==> config.mk <==
export PLATFORM = sky130hd
export DESIGN_NAME = seg_scan_ctrl
export DESIGN_NICKNAME = d
export VERILOG_FILES = /design/src/rtl/seg_scan_ctrl.sv
export SDC_FILE = /design/constraint.sdc
export NUM_CORES = 1
export LEC_CHECK = 0
export ABC_AREA = 1
export CORE_MARGIN = 1.5
export CORE_UTILIZATION = 40
export DETAILED_ROUTE_END_ITERATION = 8
export GPL_ROUTABILITY_DRIVEN = 0
export GPL_TIMING_DRIVEN = 0
export PLACE_DENSITY_LB_ADDON = 0.15
export SLEW_MARGIN = 20
export SYNTH_ARGS = -nofsm -noshare
export SYNTH_HDL_FRONTEND = slang
export SYNTH_SLANG_ARGS = --single-unit
==> constraint.sdc <==
create_clock -name clk -period 4.7 [get_ports clk]
set_clock_uncertainty 0.05 [all_clocks]
set_input_delay 0.94 -clock clk [delete_from_list [all_inputs] [get_ports clk]]
set_output_delay 0.94 -clock clk [all_outputs]
set_load 0.02 [all_outputs]
==> src/rtl/seg_scan_ctrl.sv <==
// Multiplexed four-digit seven-segment scan controller.
// Cycles through the digits (DIV drive cycles + DEAD blanking cycles per digit),
// and double-buffers incoming digit codes so a frame is never torn.
module seg_scan_ctrl #(
    parameter int unsigned DIV  = 1000,
    parameter int unsigned DEAD = 4
) (
    input  logic        clk,
    input  logic        rst_n,
    input  logic        en,
    input  logic [11:0] din,
    input  logic        wr,
    output logic        ack,
    output logic [2:0]  code,
    output logic [3:0]  an,
    output logic        frame
);

    localparam int unsigned CNT_W  = 16;
    localparam int unsigned IDX_W  = 2;
    localparam int unsigned DIG_W  = 3;
    localparam int unsigned DATA_W = 4 * DIG_W;

    localparam logic [CNT_W-1:0] DRIVE_LAST = CNT_W'(DIV - 1);
    localparam logic [CNT_W-1:0] BLANK_LAST = CNT_W'(DEAD - 1);
    localparam bit               NO_BLANK   = (DEAD == 0);

    typedef enum logic [1:0] {
        IDLE  = 2'd0,
        DRIVE = 2'd1,
        BLANK = 2'd2
    } state_t;

    // Held as a raw vector so the unused code 2'd3 stays representable and recoverable.
    logic [1:0]        state;
    logic [IDX_W-1:0]  idx;
    logic [CNT_W-1:0]  cnt;
    logic [DATA_W-1:0] stg;
    logic [DATA_W-1:0] disp;
    logic              pend;
    logic              frame_hit;
    logic              commit;

    // Last cycle of the digit-3 slot: final BLANK cycle, or final DRIVE cycle without blanking.
    always_comb begin
        frame_hit = 1'b0;
        if (idx == IDX_W'(3)) begin
            if (NO_BLANK) begin
                frame_hit = (state == DRIVE) && (cnt == DRIVE_LAST);
            end else begin
                frame_hit = (state == BLANK) && (cnt == BLANK_LAST);
            end
        end
    end

    assign commit = pend && ((state == IDLE) || frame_hit);
    assign frame  = frame_hit;

    // Digit enable and code decode from the state/index/display registers.
    always_comb begin
        an   = 4'b1111;
        code = 3'b000;
        if (state == DRIVE) begin
            an = ~(4'b0001 << idx);
            case (idx)
                2'd0:    code = disp[2:0];
                2'd1:    code = disp[5:3];
                2'd2:    code = disp[8:6];
                default: code = disp[11:9];
            endcase
        end
    end

    // Scan FSM: slot timing with a prescaler shared between drive and blank phases.
    always_ff @(posedge clk) begin
        if (!rst_n) begin
            state <= IDLE;
            idx   <= '0;
            cnt   <= '0;
        end else if (!en) begin
            state <= IDLE;
            idx   <= '0;
            cnt   <= '0;
        end else begin
            case (state)
                IDLE: begin
                    state <= DRIVE;
                    idx   <= '0;
                    cnt   <= '0;
                end
                DRIVE: begin
                    if (cnt == DRIVE_LAST) begin
                        cnt <= '0;
                        if (NO_BLANK) begin
                            idx <= idx + IDX_W'(1);
                        end else begin
                            state <= BLANK;
                        end
                    end else begin
                        cnt <= cnt + CNT_W'(1);
                    end
                end
                BLANK: begin
                    if (cnt == BLANK_LAST) begin
                        cnt   <= '0;
                        idx   <= idx + IDX_W'(1);
                        state <= DRIVE;
                    end else begin
                        cnt <= cnt + CNT_W'(1);
                    end
                end
                default: begin
                    state <= IDLE;
                    idx   <= '0;
                    cnt   <= '0;
                end
            endcase
        end
    end

    // Staging buffer: writes land in stg, move to disp only at a frame boundary or while idle.
    always_ff @(posedge clk) begin
        if (!rst_n) begin
            stg  <= '0;
            disp <= '0;
            pend <= 1'b0;
            ack  <= 1'b0;
        end else begin
            ack <= commit;
            if (commit) begin
                disp <= stg;
                pend <= 1'b0;
            end
            if (wr) begin
                stg  <= din;
                pend <= 1'b1;
            end
        end
    end

endmodule

==> flow_summary_export.csv, run 1 <==
group,metric,value,unit
cts,cts_setup_buffers,0,
yosys,yosysMostFrequentCell,"nand2_1",
global_route,grt_use_total,16.7,%
sta,finalCriticalPeriod,3130,ps
min_path,min_path_type,"reg -> reg",
finish,stdcell_area,2710,µm²
pwr,vdd_drop_max,0.138,mV
yosys,synth_edf_count,0,
floorplan,rows,27,
cts,cts_buffers,5,
setup_path,critical-path-slowest-cell,"clkdlybuf4s50_1",
setup_path,worstPathArrival,2140,ps
floorplan,coreArea,5470,µm²
global_route,grt_use_met2,24.4,%
setup_path,worstPathCellList,"inv_1 > ha_1 > clkbuf_1 > o21ai_0 > a31oi_1 > clkdlybuf4s50_1",
route,firstDrtPassIters,4,
sta,slew_viol_final,0,
sta,max_freq,0.320,GHz
route,wirelength,4570,µm
job,drv_cap,0,
sta,tightest_slew,474,ps
floorplan,die_height,78.2,µm
yosys,syn_nets,337,
pwr,p_leak,1.04,nW
cts,path_clk_slew,90,ps
placement,io_buffers,24,
global_route,grt_pass1_vias,1825,
route,drtAntennaViolNets,0,
placement,dp_hpwl,3510,µm
sta,hold_ws,406,ps
yosys,async_flop_share,0,%
sta,rsz0062_at_grt,"false",
cts,hold_buffers,0,
route,dr_total_vias,1958,
yosys,ys.flop_type,"dfxtp_1",
sta,final-setup-viol-count,0,
cts,cts.sink_count,46,
finish,diodes,0,
setup_path,cpPeakStageDelay,630,ps
route,drtIter0Drc,65,
yosys,yosys-top-cells-count,"57 x nand2_1, 46 x dfxtp_1, 46 x nor2_1",
setup_path,path_buf_inv,3,
yosys,ys_seq_area_share,40.7,%
yosys,synth_seq_cells,46,
yosys,yosys.cell_types.count,28,
status,outcome,"finished, final reports clean",
finish,nets,368,
setup_path,r2r_end,"cnt[5]",
setup_path,cp_max_fo,9,
yosys,synth_top_area_share,40.7,%
setup_path,r2r_cells,11,
pwr,power_density,292,nW/µm²
setup_path,worst_setup_path_start_kind,"register",
cts,ctsHtreeMaxLevel,2,
setup_path,setup.worst_path.class,"reg -> out",
global_route,use_met1,24.5,%
route,routedWlPerCell,11.0,µm
sta,final_hold_viol_count,0,
floorplan,io_pins,25,
sta,fin_setup_tns,0,ps
global_route,grt_max_degree,14,
yosys,yosys.area.top_type,"dfxtp_1",
yosys,synth_warnings,0,
finish,drive_above_1_share,7.00,%
setup_path,crit_start,"state[1]",
setup_path,worstReg2RegStart,"cnt[0]",
route,vias_per_cell,4.72,
sta,slew_headroom,68.4,%
setup_path,regToRegSetupSlack,2980,ps
cts,clockRootBuffer,"clkbuf_8",
yosys,avgSynthCellArea,7.25,µm²
setup_path,worst-path-stages,6,
floorplan,chipWidth,78.2,µm
cts,cts_buffer_depth,2,
cts,tritoncts,"yes",
global_route,top_usage_layer,"met1",
placement,placed_area,2590,µm²
yosys,yosys-top-cells-area,"dfxtp_1 41%, nand2_1 9.5%, nor2_1 7.6%",
global_route,grt_pass1_wl,8180,µm
route,drc,0,
yosys,synth_area,2260,µm²
global_route,use_met3,3.84,%
global_route,gr-total-overflow,0,
setup_path,end_kind,"output port",
floorplan,initial_core_util,41.3,%
yosys,syn_inst,312,
setup_path,critPathTopFamily,"buffers and inverters",
sta,fin_crit_sh,66.6,%
global_route,antenna_found_initial,0,
setup_path,worstPathRequired,3710,ps
pwr,totalPowerFinal,0.790,mW
cts,cts_resized,0,
cts,clkLatencyLatePin,300,ps
floorplan,dieArea,6120,µm²
setup_path,endpoint,"code[1]",
finish,area_delta_synth_final,19.6,%
-- cell type report --
class,count,area [µm²]
Buffer,11,70.1
Clock buffer,6,82.6
Clock inverter,1,30.0
Fill cell,561,2770
Inverter,35,131
Multi-Input combinational cell,220,1140
Sequential cell,46,921
Tap cell,72,90.1
Timing Repair Buffer,24,240
-- worst register-to-register path: cells and delay by family, from the launching register on --
| kind | cells | cell delay [ps] |
|---|---|---|
| simple gates | 8 | 750 |
| flops | 1 | 360 |
| buf+inv | 2 | 240 |
| fa+ha+maj | 1 | 210 |
-- state kept, by name (all words and copies together), names as in the netlist --
| register | cells |
|---|---|
| stg | 12 |
| state | 2 |
| idx | 2 |
| pend | 1 |
| disp | 12 |
| cnt | 16 |
| ack | 1 |
-- cell families after synthesis --
kind of cell | Yosys count | synth area share [%]
compound gates | 53 | 12.1
xor+xnor | 11 | 4.26
fa+ha+maj | 9 | 4.98
buf+inv | 46 | 8.90
flops | 46 | 40.7
simple gates | 147 | 29.0
-- layout by cell type (no fill, tap or decap) --
cell type and count:
nand2_1 57, nand3_1 25, nor2_1 46, clkdlybuf4s50_1 24, nor2_4 1, buf_8 1
nand4_1 1, ha_1 9, a21oi_1 32, buf_6 2, inv_1 35, buf_1 1
xnor2_1 2, o21ai_0 16, nand2_2 2, a21o_1 1, nor3_1 5, nand2_4 1
nor3_2 2, buf_2 2, clkbuf_1 5, dfxtp_1 46, nor4_1 1, nand3_4 1
bufinv_16 1, o21bai_1 1, xor2_1 9, clkbuf_8 6, nand3_2 1, nor2_2 4
a31oi_1 3
-- routing by layer --
| layer | part of all wire [%] | vias up |
|---|---|---|
| met4 | 1.3 | 0 |
| li1 | - | 1060 |
| met1 | 54 | 856 |
| met3 | 4.0 | 6 |
| met2 | 41 | 36 |
| met5 | 0 | - |
-- how the worst min path moves through the flow --
stage	cells after the start	slack, ps	startpoint	endpoint
2_1_floorplan	1	370	cnt[0]	cnt[0]
3_3_place_gp	1	380	cnt[0]	cnt[0]
3_5_place_dp	1	390	cnt[0]	cnt[0]
4_1_cts	1	410	cnt[0]	cnt[0]
5_1_grt	1	440	cnt[0]	cnt[0]
6_report	1	410	cnt[0]	cnt[0]
-- metrics by stage --
stage	std cells	utilization, %	worst slack [ps]
finish	415	49.4	1570
global route	415	49.4	1320
CTS	415	49.4	1560
detailed placement	408	47.4	1890
global placement	408	47.4	1900
floorplan	312	-	2320
-- power breakdown --
part	leakage [nW]	total, mW	switching (mW)	internal, mW
combinational	0.606	0.0776	0.0423	0.0353
clock	0.0573	0.300	0.130	0.170
sequential	0.376	0.412	0.00675	0.406
Power figures use the tool's default switching activity.
==> inputs of run 2 (changes only) <==
clock period = 2.6 ns   (was 4.7 ns; I/O delays follow)
==> run 2 against run 1 <==
Compared with the run above:
- utilization barely moved
- first-iteration DRC count increased by 40%
- worst hold slack is essentially flat
- cell area is essentially flat
- wire length down 0.20%
- critical path depth down 1
- sequential cell count did not move
- count of clock-buffer cells in the layout stayed put
==> flow_summary_export.csv, run 2 (synthesis results as in run 1) <==
group,metric,value,unit
setup_path,cpPeakStageDelay,620,ps
route,dr_total_vias,1945,
finish,fillCellCount,559,
pwr,p_leak,1.08,nW
cts,cts_setup_buffers,0,
global_route,grt_pass1_vias,1822,
finish,multiInputGateArea,1140,µm²
finish,drive_above_1_share,7.31,%
cts,clkLatencyLatePin,300,ps
cts,path_clk_slew,90,ps
sta,finalCriticalPeriod,2460,ps
global_route,antenna_found_initial,0,
finish,stdcell_count,414,
setup_path,setup.worst_path.class,"reg -> out",
finish,stdcell_area,2710,µm²
setup_path,end_kind,"output port",
floorplan,rows,27,
route,wirelength,4560,µm
finish,area_delta_synth_final,19.7,%
cts,cts_buffers,5,
floorplan,initial_core_util,41.3,%
global_route,gr-total-overflow,0,
status,outcome,"finished, final reports clean",
cts,cts_buffer_depth,2,
pwr,power_density,527,nW/µm²
placement,io_buffers,24,
sta,slew_viol_final,0,
floorplan,dieArea,6120,µm²
global_route,grt_use_total,16.7,%
setup_path,worstPathCellList,"inv_1 > ha_2 > o21ai_0 > a31oi_1 > clkdlybuf4s50_1",
setup_path,critPathTopFamily,"buffers and inverters",
setup_path,cp_max_fo,9,
sta,fin_setup_tns,0,ps
min_path,min_to,"cnt[0]",
finish,regMostFlops,"cnt",
placement,placed_area,2590,µm²
placement,placedCellCount,408,
route,drc,0,
pwr,p_sw,0.322,mW
min_path,whs_path_depth,1,
placement,dp_hpwl,3510,µm
cts,cts.sink_count,46,
pwr,vdd_drop_max,0.249,mV
job,drv_cap,0,
setup_path,worstPathRequired,2030,ps
global_route,grt_pass1_wl,8170,µm
finish,final_util,49.5,%
finish,largest_registers,"cnt (16), disp (12), stg (12)",
route,drtAntennaViolNets,0,
cts,tritoncts,"yes",
floorplan,coreArea,5470,µm²
pwr,swShare,22.6,%
setup_path,critical-path-slowest-cell,"clkdlybuf4s50_1",
sta,hold_ws,406,ps
finish,nets,367,
setup_path,path_buf_inv,2,
sta,fin_crit_sh,94.8,%
setup_path,worst_setup_path_start_kind,"register",
pwr,power_frac_comb,9.8,%
pwr,seqPwrFrac,52.2,%
finish,regArea,921,µm²
finish,final_common_cell,"nand2_1",
pwr,p_int,1.11,mW
global_route,grt_max_degree,14,
setup_path,worstPathArrival,1890,ps
cts,clockRootBuffer,"clkbuf_8",
sta,final_hold_viol_count,0,
floorplan,io_pins,25,
route,routedWlPerCell,11.0,µm
sta,final-setup-viol-count,0,
route,vias_per_cell,4.70,
pwr,power_frac_clock,38.0,%
sta,rsz0062_at_grt,"false",
cts,cts_resized,2,
route,firstDrtPassIters,4,
sta,max_freq,0.406,GHz
finish,layout_common_cells,"57 x nand2_1, 46 x nor2_1, 46 x dfxtp_1",
setup_path,regToRegSetupSlack,880,ps
min_path,min_from,"cnt[0]",
finish,diodes,0,
sta,slew_headroom,68.4,%
min_path,min_path_type,"reg -> reg",
finish,largest_register_ffs,16,
setup_path,r2r_cells,11,
cts,hold_buffers,0,
setup_path,r2r_end,"cnt[5]",
floorplan,chipWidth,78.2,µm
sta,tightest_slew,474,ps
floorplan,die_height,78.2,µm
setup_path,worstReg2RegStart,"cnt[0]",
route,drtIter0Drc,91,
cts,ctsHtreeMaxLevel,2,
-- run 2: worst max path at each step --
stage	from	end	slack (ps)	cells past startpoint
floorplan	cnt[0]	frame	640	5
global placement	state[1]	code[1]	220	6
detailed placement	state[1]	code[1]	210	6
CTS	state[1]	code[1]	90	5
global route	state[1]	code[0]	30	5
finish	state[1]	code[0]	140	5
-- run 2: worst register-to-register path, delay by kind of cell (launching register included) --
kind | cells | cell delay (ps)
simple gates | 8 | 750
fa+ha+maj | 1 | 210
flops | 1 | 360
buf+inv | 2 | 240
-- run 2: power groups by stage --
stage / Clock, mW / Combinational (mW) / Sequential [mW]
finish: 0.542 / 0.140 / 0.746
CTS: 0.556 / 0.142 / 0.746
global route: 0.585 / 0.161 / 0.749
global placement: 0 / 0.139 / 0.762
floorplan: 0 / 0.0917 / 0.759
detailed placement: 0 / 0.141 / 0.762
-- run 2: routing by layer --
layer	up-vias	routed length, µm	GRT usage (%)
li1	1056	-	-
met3	6	218	3.84
met5	-	0	0
met1	847	2420	24.4
met2	36	1860	24.4
met4	0	58	4.82
-- run 2: stage by stage --
| stage | setup slack [ps] | total power [mW] |
|---|---|---|
| floorplan | 642 | 0.851 |
| global placement | 217 | 0.901 |
| detailed placement | 213 | 0.903 |
| CTS | 94.6 | 1.44 |
| global route | 25.8 | 1.50 |
| finish | 135 | 1.43 |
-- run 2: final cells by class --
type	count	share of cell area (%)
clock buffer	6	3.05
buffer	10	2.45
multi-input combinational	220	42.2
clock inverter	1	1.11
inverter	35	4.85
tap	72	3.33
sequential	46	34.0
timing repair buffer	24	9.01
